`config.mk`:
```
export PLATFORM = sky130hd
export DESIGN_NAME = pc_fetch_sequencer_flat
export DESIGN_NICKNAME = d
export VERILOG_FILES = /design/src/rtl/pc_fetch_if.sv /design/src/rtl/pc_fetch_sequencer.sv /design/src/flat_wrapper.sv
export SDC_FILE = /design/constraint.sdc
export NUM_CORES = 1
export LEC_CHECK = 0
export CAP_MARGIN = 5
export CELL_PAD_IN_SITES_DETAIL_PLACEMENT = 0
export CELL_PAD_IN_SITES_GLOBAL_PLACEMENT = 1
export CORE_ASPECT_RATIO = 1.25
export CORE_MARGIN = 2
export CORE_UTILIZATION = 38
export DETAILED_ROUTE_END_ITERATION = 8
export PLACE_DENSITY = 0.83
export RECOVER_POWER = 25
export SLEW_MARGIN = 20
export SYNTH_ARGS = -nofsm -noshare
export SYNTH_HDL_FRONTEND = slang
export SYNTH_SLANG_ARGS = --single-unit
```
`constraint.sdc`:
```
create_clock -name clk -period 3.1 [get_ports clk]
set_input_delay 0.62 -clock clk [delete_from_list [all_inputs] [get_ports clk]]
set_output_delay 0.62 -clock clk [all_outputs]
set_load 0.02 [all_outputs]
```
`src/rtl/pc_fetch_if.sv`:
```
// Fetch-sequencer bus: hazard/branch inputs, imem handshake and PC control outputs.
// master = sequencer side, slave = surrounding pipeline / PC register side.
interface pc_fetch_if #(
    parameter int OFFSET_W = 16,
    parameter int JUMP_W   = 22
);
    logic                stall;
    logic                br_taken;
    logic [OFFSET_W-1:0] br_offset;
    logic                jmp;
    logic [JUMP_W-1:0]   jmp_target;
    logic                imem_ready;
    // act encoding: 0 None, 1 Inc, 2 Offset, 3 Jump
    logic [1:0]          act;
    logic [OFFSET_W-1:0] offset;
    logic [JUMP_W-1:0]   jump;
    logic                imem_req;
    logic                if_valid;
    logic                flush;
    logic                busy;

    modport master (
        input  stall, br_taken, br_offset, jmp, jmp_target, imem_ready,
        output act, offset, jump, imem_req, if_valid, flush, busy
    );

    modport slave (
        output stall, br_taken, br_offset, jmp, jmp_target, imem_ready,
        input  act, offset, jump, imem_req, if_valid, flush, busy
    );
endinterface

```
`src/rtl/pc_fetch_sequencer.sv`:
```
// Fetch-stage controller: picks the PC action each cycle (inc/stall/branch/jump)
// and parks a redirect in DRAIN while an imem fetch is still outstanding.
module pc_fetch_sequencer #(
    parameter int ADDR_W      = 32,
    parameter int OFFSET_W    = 16,
    parameter int JUMP_W      = 22,
    parameter int BOOT_CYCLES = 2
) (
    input logic        clk,
    input logic        rst,
    pc_fetch_if.master bus
);
    localparam logic [1:0] ACT_NONE   = 2'd0;
    localparam logic [1:0] ACT_INC    = 2'd1;
    localparam logic [1:0] ACT_OFFSET = 2'd2;
    localparam logic [1:0] ACT_JUMP   = 2'd3;

    localparam logic [1:0] S_BOOT  = 2'd0;
    localparam logic [1:0] S_RUN   = 2'd1;
    localparam logic [1:0] S_DRAIN = 2'd2;

    // With no boot delay the sequencer comes out of reset directly in RUN.
    localparam logic [1:0] S_RESET = (BOOT_CYCLES == 0) ? S_RUN : S_BOOT;
    localparam int CNT_W = (BOOT_CYCLES > 1) ? $clog2(BOOT_CYCLES) : 1;
    localparam logic [CNT_W-1:0] BOOT_LAST = CNT_W'((BOOT_CYCLES > 0) ? BOOT_CYCLES - 1 : 0);

    if (ADDR_W < JUMP_W) begin : g_bad_cfg
        $error("pc_fetch_sequencer: jump field wider than PC");
    end

    logic [1:0]          state_q, state_d;
    logic [CNT_W-1:0]    boot_cnt_q, boot_cnt_d;
    logic                pend_jmp_q, pend_jmp_d;
    logic [OFFSET_W-1:0] pend_off_q, pend_off_d;
    logic [JUMP_W-1:0]   pend_tgt_q, pend_tgt_d;

    logic [1:0]          act_c;
    logic [OFFSET_W-1:0] offset_c;
    logic [JUMP_W-1:0]   jump_c;
    logic                req_c, valid_c, flush_c;

    logic redir, redir_is_jmp;
    logic drn_is_jmp;
    logic [OFFSET_W-1:0] drn_off;

    // Branch is older than the jump in ID, so it wins and the jump is dropped.
    assign redir        = bus.br_taken | bus.jmp;
    assign redir_is_jmp = ~bus.br_taken & bus.jmp;

    // A branch resolving during DRAIN replaces whatever is pending.
    assign drn_is_jmp = bus.br_taken ? 1'b0 : pend_jmp_q;
    assign drn_off    = bus.br_taken ? bus.br_offset : pend_off_q;

    always_comb begin
        state_d    = state_q;
        boot_cnt_d = boot_cnt_q;
        pend_jmp_d = pend_jmp_q;
        pend_off_d = pend_off_q;
        pend_tgt_d = pend_tgt_q;
        act_c      = ACT_NONE;
        offset_c   = '0;
        jump_c     = '0;
        req_c      = 1'b0;
        valid_c    = 1'b0;
        flush_c    = 1'b0;

        case (state_q)
            S_BOOT: begin
                if (boot_cnt_q == BOOT_LAST) begin
                    state_d    = S_RUN;
                    boot_cnt_d = '0;
                end else begin
                    boot_cnt_d = boot_cnt_q + 1'b1;
                end
            end

            S_RUN: begin
                if (redir) begin
                    flush_c = 1'b1;
                    if (bus.imem_ready || bus.stall) begin
                        req_c = ~bus.stall;
                        if (redir_is_jmp) begin
                            act_c  = ACT_JUMP;
                            jump_c = bus.jmp_target;
                        end else begin
                            act_c    = ACT_OFFSET;
                            offset_c = bus.br_offset;
                        end
                    end else begin
                        // Fetch still outstanding: hold the PC and remember the redirect.
                        req_c      = 1'b1;
                        pend_jmp_d = redir_is_jmp;
                        pend_off_d = bus.br_offset;
                        pend_tgt_d = bus.jmp_target;
                        state_d    = S_DRAIN;
                    end
                end else if (!bus.stall) begin
                    req_c = 1'b1;
                    if (bus.imem_ready) begin
                        act_c   = ACT_INC;
                        valid_c = 1'b1;
                    end
                end
            end

            S_DRAIN: begin
                req_c = 1'b1;
                if (bus.br_taken) begin
                    pend_jmp_d = 1'b0;
                    pend_off_d = bus.br_offset;
                end
                if (bus.imem_ready) begin
                    state_d = S_RUN;
                    if (drn_is_jmp) begin
                        act_c  = ACT_JUMP;
                        jump_c = pend_tgt_q;
                    end else begin
                        act_c    = ACT_OFFSET;
                        offset_c = drn_off;
                    end
                end
            end

            default: state_d = S_RESET;
        endcase
    end

    always_ff @(posedge clk or posedge rst) begin
        if (rst) begin
            state_q    <= S_RESET;
            boot_cnt_q <= '0;
            pend_jmp_q <= 1'b0;
            pend_off_q <= '0;
            pend_tgt_q <= '0;
        end else begin
            state_q    <= state_d;
            boot_cnt_q <= boot_cnt_d;
            pend_jmp_q <= pend_jmp_d;
            pend_off_q <= pend_off_d;
            pend_tgt_q <= pend_tgt_d;
        end
    end

    // Outputs are forced idle while reset is held, independent of the clock.
    assign bus.act      = rst ? ACT_NONE : act_c;
    assign bus.offset   = rst ? '0 : offset_c;
    assign bus.jump     = rst ? '0 : jump_c;
    assign bus.imem_req = ~rst & req_c;
    assign bus.if_valid = ~rst & valid_c;
    assign bus.flush    = ~rst & flush_c;
    assign bus.busy     = ~rst & (state_q == S_DRAIN);

endmodule

```
`src/flat_wrapper.sv`:
```
// flat-port wrapper written by rule: the top's interface ports become plain ports
module pc_fetch_sequencer_flat 
#(
    parameter int ADDR_W      = 32,
    parameter int OFFSET_W    = 16,
    parameter int JUMP_W      = 22,
    parameter int BOOT_CYCLES = 2
)
  (clk, rst, bus_stall, bus_br_taken, bus_br_offset, bus_jmp, bus_jmp_target, bus_imem_ready, bus_act, bus_offset, bus_jump, bus_imem_req, bus_if_valid, bus_flush, bus_busy);
  pc_fetch_if #(.OFFSET_W(OFFSET_W), .JUMP_W(JUMP_W)) bus_i ();
  input logic clk;
  input logic rst;
  input wire logic [$bits(bus_i.stall)-1:0] bus_stall;
  input wire logic [$bits(bus_i.br_taken)-1:0] bus_br_taken;
  input wire logic [$bits(bus_i.br_offset)-1:0] bus_br_offset;
  input wire logic [$bits(bus_i.jmp)-1:0] bus_jmp;
  input wire logic [$bits(bus_i.jmp_target)-1:0] bus_jmp_target;
  input wire logic [$bits(bus_i.imem_ready)-1:0] bus_imem_ready;
  output wire logic [$bits(bus_i.act)-1:0] bus_act;
  output wire logic [$bits(bus_i.offset)-1:0] bus_offset;
  output wire logic [$bits(bus_i.jump)-1:0] bus_jump;
  output wire logic [$bits(bus_i.imem_req)-1:0] bus_imem_req;
  output wire logic [$bits(bus_i.if_valid)-1:0] bus_if_valid;
  output wire logic [$bits(bus_i.flush)-1:0] bus_flush;
  output wire logic [$bits(bus_i.busy)-1:0] bus_busy;
  assign bus_i.stall = bus_stall;
  assign bus_i.br_taken = bus_br_taken;
  assign bus_i.br_offset = bus_br_offset;
  assign bus_i.jmp = bus_jmp;
  assign bus_i.jmp_target = bus_jmp_target;
  assign bus_i.imem_ready = bus_imem_ready;
  assign bus_act = bus_i.act;
  assign bus_offset = bus_i.offset;
  assign bus_jump = bus_i.jump;
  assign bus_imem_req = bus_i.imem_req;
  assign bus_if_valid = bus_i.if_valid;
  assign bus_flush = bus_i.flush;
  assign bus_busy = bus_i.busy;
  pc_fetch_sequencer #(.ADDR_W(ADDR_W), .OFFSET_W(OFFSET_W), .JUMP_W(JUMP_W), .BOOT_CYCLES(BOOT_CYCLES)) u_core (.clk(clk), .rst(rst), .bus(bus_i));
endmodule
```
After elaboration in Yosys (flattened, before gate mapping)
Cells that the tools add are included.
Widths: inputs -> output; s select.

operators by class
  $add $sub $neg = 1
  equal/unequal tests = 6
  multiplexer cells = 47
  bitwise gates (word level) = 10
  reduce and logical (&&, ||, !) cells = 6

operators with widths
  operator             number
  $mux 16              9
  $mux 22              6
  $pmux 16 s2          2
  $pmux 22 s2          1
  $mux 2               9
  $mux 1               16
  $pmux 2 s3           1
  $reduce_and 3->1     2
  $and 1x1->1          5
  $ne 2x1->1 const B   2
  $ne 2x2->1 const B   2
  $not 1->1            4
  $pmux 1 s2           2
  $pmux 2 s2           1
  $reduce_and 4->1     1
  $eq 2x1->1 const B   1
  $eq 2x2->1 const B   1
  $logic_not 2->1      1
  $reduce_bool 2->1    1
  $add 1x1->1 const B  1
  $logic_or 1x1->1     1
  $or 1x1->1           1

storage, ports and cells
  flip-flop bits (word level) = 42
  input port bits = 44
  output and inout bits = 44
  logic and storage cells = 75

Depth between registers and ports, before layout
  depth in word-level cells = 7
  depth in mapped cells = 8
  depth with buffers taken out = 5

Least setup slack after synthesis
No wires, ideal clock.

  path type = input-to-output
  start point = input rst
  end point = output bus_flush
  data arrival time = 1870 ps
  data required time = 2480 ps
  setup slack = 610 ps
  cell stages on the path = 2
  path buffers = 0
  cell sequence = inv_1 > and2_1

on the way
  word-level cells in the longest chain between the ends = 2

ends and longest elaborated chain
  element             line                       text
  start: declaration  flat_wrapper.sv:12         input logic rst;
  $not 1->1           pc_fetch_sequencer.sv:150  assign bus.flush = ~rst & flush_c;
  $and 1x1->1         pc_fetch_sequencer.sv:150
  end: declaration    flat_wrapper.sv:24         output wire logic [$bits(bus_i.flush)-1:0] bus_flush;

No other way between the ends.

Final worst setup path
  start point = input rst
  end point = output bus_offset[12]

on the way
  word-level cells in the longest chain between the ends = 1

ends and longest elaborated chain
  element           line                       text
  $mux 16           pc_fetch_sequencer.sv:146  assign bus.offset = rst ? '0 : offset_c;
  end: declaration  flat_wrapper.sv:20         output wire logic [$bits(bus_i.offset)-1:0] bus_offset;

No other way between the ends.

==> metrics.cfg <==
[timing]
min_period_ns=2.940
final_max_slew_viol_count=0
finalHoldViolations=0
tightestPinTransition_ns=1.076
finalSetupViolCount=0
fmax_ghz=0.3402
fin_skew_ns=0.009144
slew-limit-headroom=0.2827
min_period_over_period=0.9483
rsz0062_at_grt=no

[critical_path]
reg2reg_slack_ns=1.07
r2r_cells=5
cp_slowest_cell=dlygate4sd3_1
cp_top_family=buffers and inverters
arrival_ns=2.32
cp-start-kind=input port
cp_slowest_stage_delay_ns=0.58
cp.required_ns=2.48
cp.depth=7
cp-end-kind=output port
crit_chain=dlygate4sd3_1, nor2b_2, buf_4, o31ai_2, buf_4, nor2_1, dlygate4sd2_1
crit_type=in -> out
cp_common_cell=buf_4
path_buf_inv=4
path_max_fanout=12

[floorplanning]
top_level_ports=88
initial_utilization=0.3883
rows=34
dieArea_um2=7780
dieHeight_um=98.12
die_w_um=79.29
core_area_um2=6934

[synthesis]
synthFlopType=dfrtp_1
synth-seq-area-share=0.3903
yosys.area.top_type_share=0.3903
synth_top_area_cell=dfrtp_1
synth-edff-count=0
yosys_warnings=0
ys_async_sr_fraction=1.000
ys_types=43
synth_seq_cells=42
yosysMostFrequentCell=dfrtp_1
syn_inst=267
ys_top_cells_by_area=dfrtp_1 39%, mux2_4 11%, a22o_1 7.2%
synth_nets=314
synth_commonest_cells=42 x dfrtp_1, 22 x a22o_1, 22 x nand2_1
syn_avg_cell_area_um2=10.08
syn_area_um2=2693

[global_route]
grt_pass1_vias=2460
overflow=0
grt_max_degree=43
grtUsageTotal=0.2005
grt_pass1_wl_um=12630
antenna_found_initial=0

[clock_tree]
htreeDepth=2
clock_path_buffers=2
cts_root_buf=clkbuf_8
cts_tree=built
cts.sinks=42
path_clk_slew_ns=0.09
postCtsSetupRepairBufs=0
cts_made_buffers=5
worstSkewPairLatency_ns=0.30

[cells_and_area]
finish.instance_area_um2=3896
drive_above_1_share=0.1866
area_delta_synth_final_pct=44.70
fin_util=0.5619
num_antenna_cells=0
fillCellCount=615
final_nets=405

[run]
cap_violations=0

[power]
leakage_uw=0.002054
irDropWorstVdd_uv=272.5
powerDensity_nw_per_um2=666.4

[route]
wirelength_um=7594
vias=2509
antenna_left=0
drc_errors=0
drtIter0Drc=108
via_per_inst=5.588
wl_per_cell_um=16.91
first_pass_iters=5

[placed_design]
hpwl_um=5026
gp_congestion=0.7996
dpl_cell_area_um2=3725
io_buffers=87

[worst_hold_path]
hold_class=reg -> reg
holdPathStages=1

[run_status]
status=complete, no violations

metrics by stage:
stage          cells  total power (uW)  TNS (ns)  worst slack (ns)  hold slack [ns]
2_1_floorplan    267              1767         0            0.6100           0.4332
3_3_place_gp     440              2135    -4.825           -0.1832           0.4497
3_5_place_dp     440              2153    -4.469           -0.1591           0.4495
4_1_cts          449              2613         0         0.0006810           0.4652
5_1_grt          449              2782         0           0.02901           0.4763
6_report         449              2596         0            0.1602           0.4596
final timing paths:
path	end	start
min in group asynchronous	u_core.pend_off_q[1]$_DFFE_PP0P_	rst
worst max register to register	u_core.pend_tgt_q[20]$_DFFE_PP0P_	u_core.state_q[1]$_DFFE_PP0P_
max in group asynchronous	u_core.pend_tgt_q[20]$_DFFE_PP0P_	rst
worst max-delay path	bus_offset[12]	rst
worst min-delay path	u_core.boot_cnt_q$_DFFE_PP0N_	u_core.boot_cnt_q$_DFFE_PP0N_
worst min register to register	u_core.boot_cnt_q$_DFFE_PP0N_	u_core.boot_cnt_q$_DFFE_PP0N_
final cells by class:
| class | instances | area [um2] | share of cell area |
|---|---|---|---|
| clock inverter | 3 | 40.04 | 0.01028 |
| sequential | 42 | 1051 | 0.2697 |
| clock buffer | 5 | 68.82 | 0.01766 |
| timing repair buffer | 114 | 1130 | 0.2900 |
| tap | 90 | 112.6 | 0.02890 |
| inverter | 4 | 15.01 | 0.003854 |
| multi-input combinational | 191 | 1479 | 0.3796 |
sequential cells by signal, summed over array words and instances (netlist names):
register	count
u_core.pend_jmp_q	1
u_core.pend_tgt_q	22
u_core.state_q	2
u_core.pend_off_q	16
u_core.boot_cnt_q	1
cell usage in the layout (no fill, tap or decap), types with 2 or more instances in the layout:
cell type	instances
o211a_1	2
mux2_2	3
buf_12	2
dfrtp_1	42
dlymetal6s2s_1	23
buf_4	23
dlygate4sd2_1	19
ha_1	2
a31oi_1	2
nand2_1	22
clkbuf_8	5
o22ai_1	12
nor2_1	16
o21ai_0	6
mux2_4	20
clkdlybuf4s50_1	44
inv_1	3
a211oi_1	2
nand2b_1	2
nor2b_1	4
and4b_1	2
o2111ai_1	16
a22o_1	22
o21a_1	2
nand3_1	21
clkinv_2	2
o211ai_1	17
power breakdown:
part / switching [uW] / internal, uW / total, uW
clock: 198 / 237 / 435
combinational: 570 / 615 / 1180
sequential: 159 / 817 / 976
total: 927 / 1670 / 2600
logic make-up (layout without fill, tap and decap cells):
family / Yosys count / after routing / share of synthesized area
flip-flops: 42 / 42 / 0.3903
AND/OR/NAND/NOR: 77 / 77 / 0.1445
XOR/XNOR: 1 / 1 / 0.003253
AO/OA/AOI/OAI: 87 / 87 / 0.2523
multiplexers: 23 / 23 / 0.1241
buffers and inverters: 34 / 126 / 0.07156
adder cells (fa/ha/maj): 3 / 3 / 0.01394
worst reg2reg max path, cell delays in order (launching register included):
cell and delay (ns):
dfrtp_1 0.43, inv_1 0.10, ha_1 0.26, buf_4 0.25, and3_4 0.49, mux2_2 0.40
timing repair:
| item | CTS | global route |
|---|---|---|
| hold buffers | 0 | 0 |
| cloned | 1 | 0 |
| hold endpoints to repair | 0 | 0 |
| gates resized for setup | 26 | 23 |
| setup endpoints to repair | 39 | 23 |
routing by layer:
layer  global-route usage  part of all wire
met5                    0                 0
met4              0.04377            0.0080
met3              0.03142             0.069
met2               0.3090              0.44
met1               0.2978              0.48
Note: power is estimated with default switching activity, not from simulation.
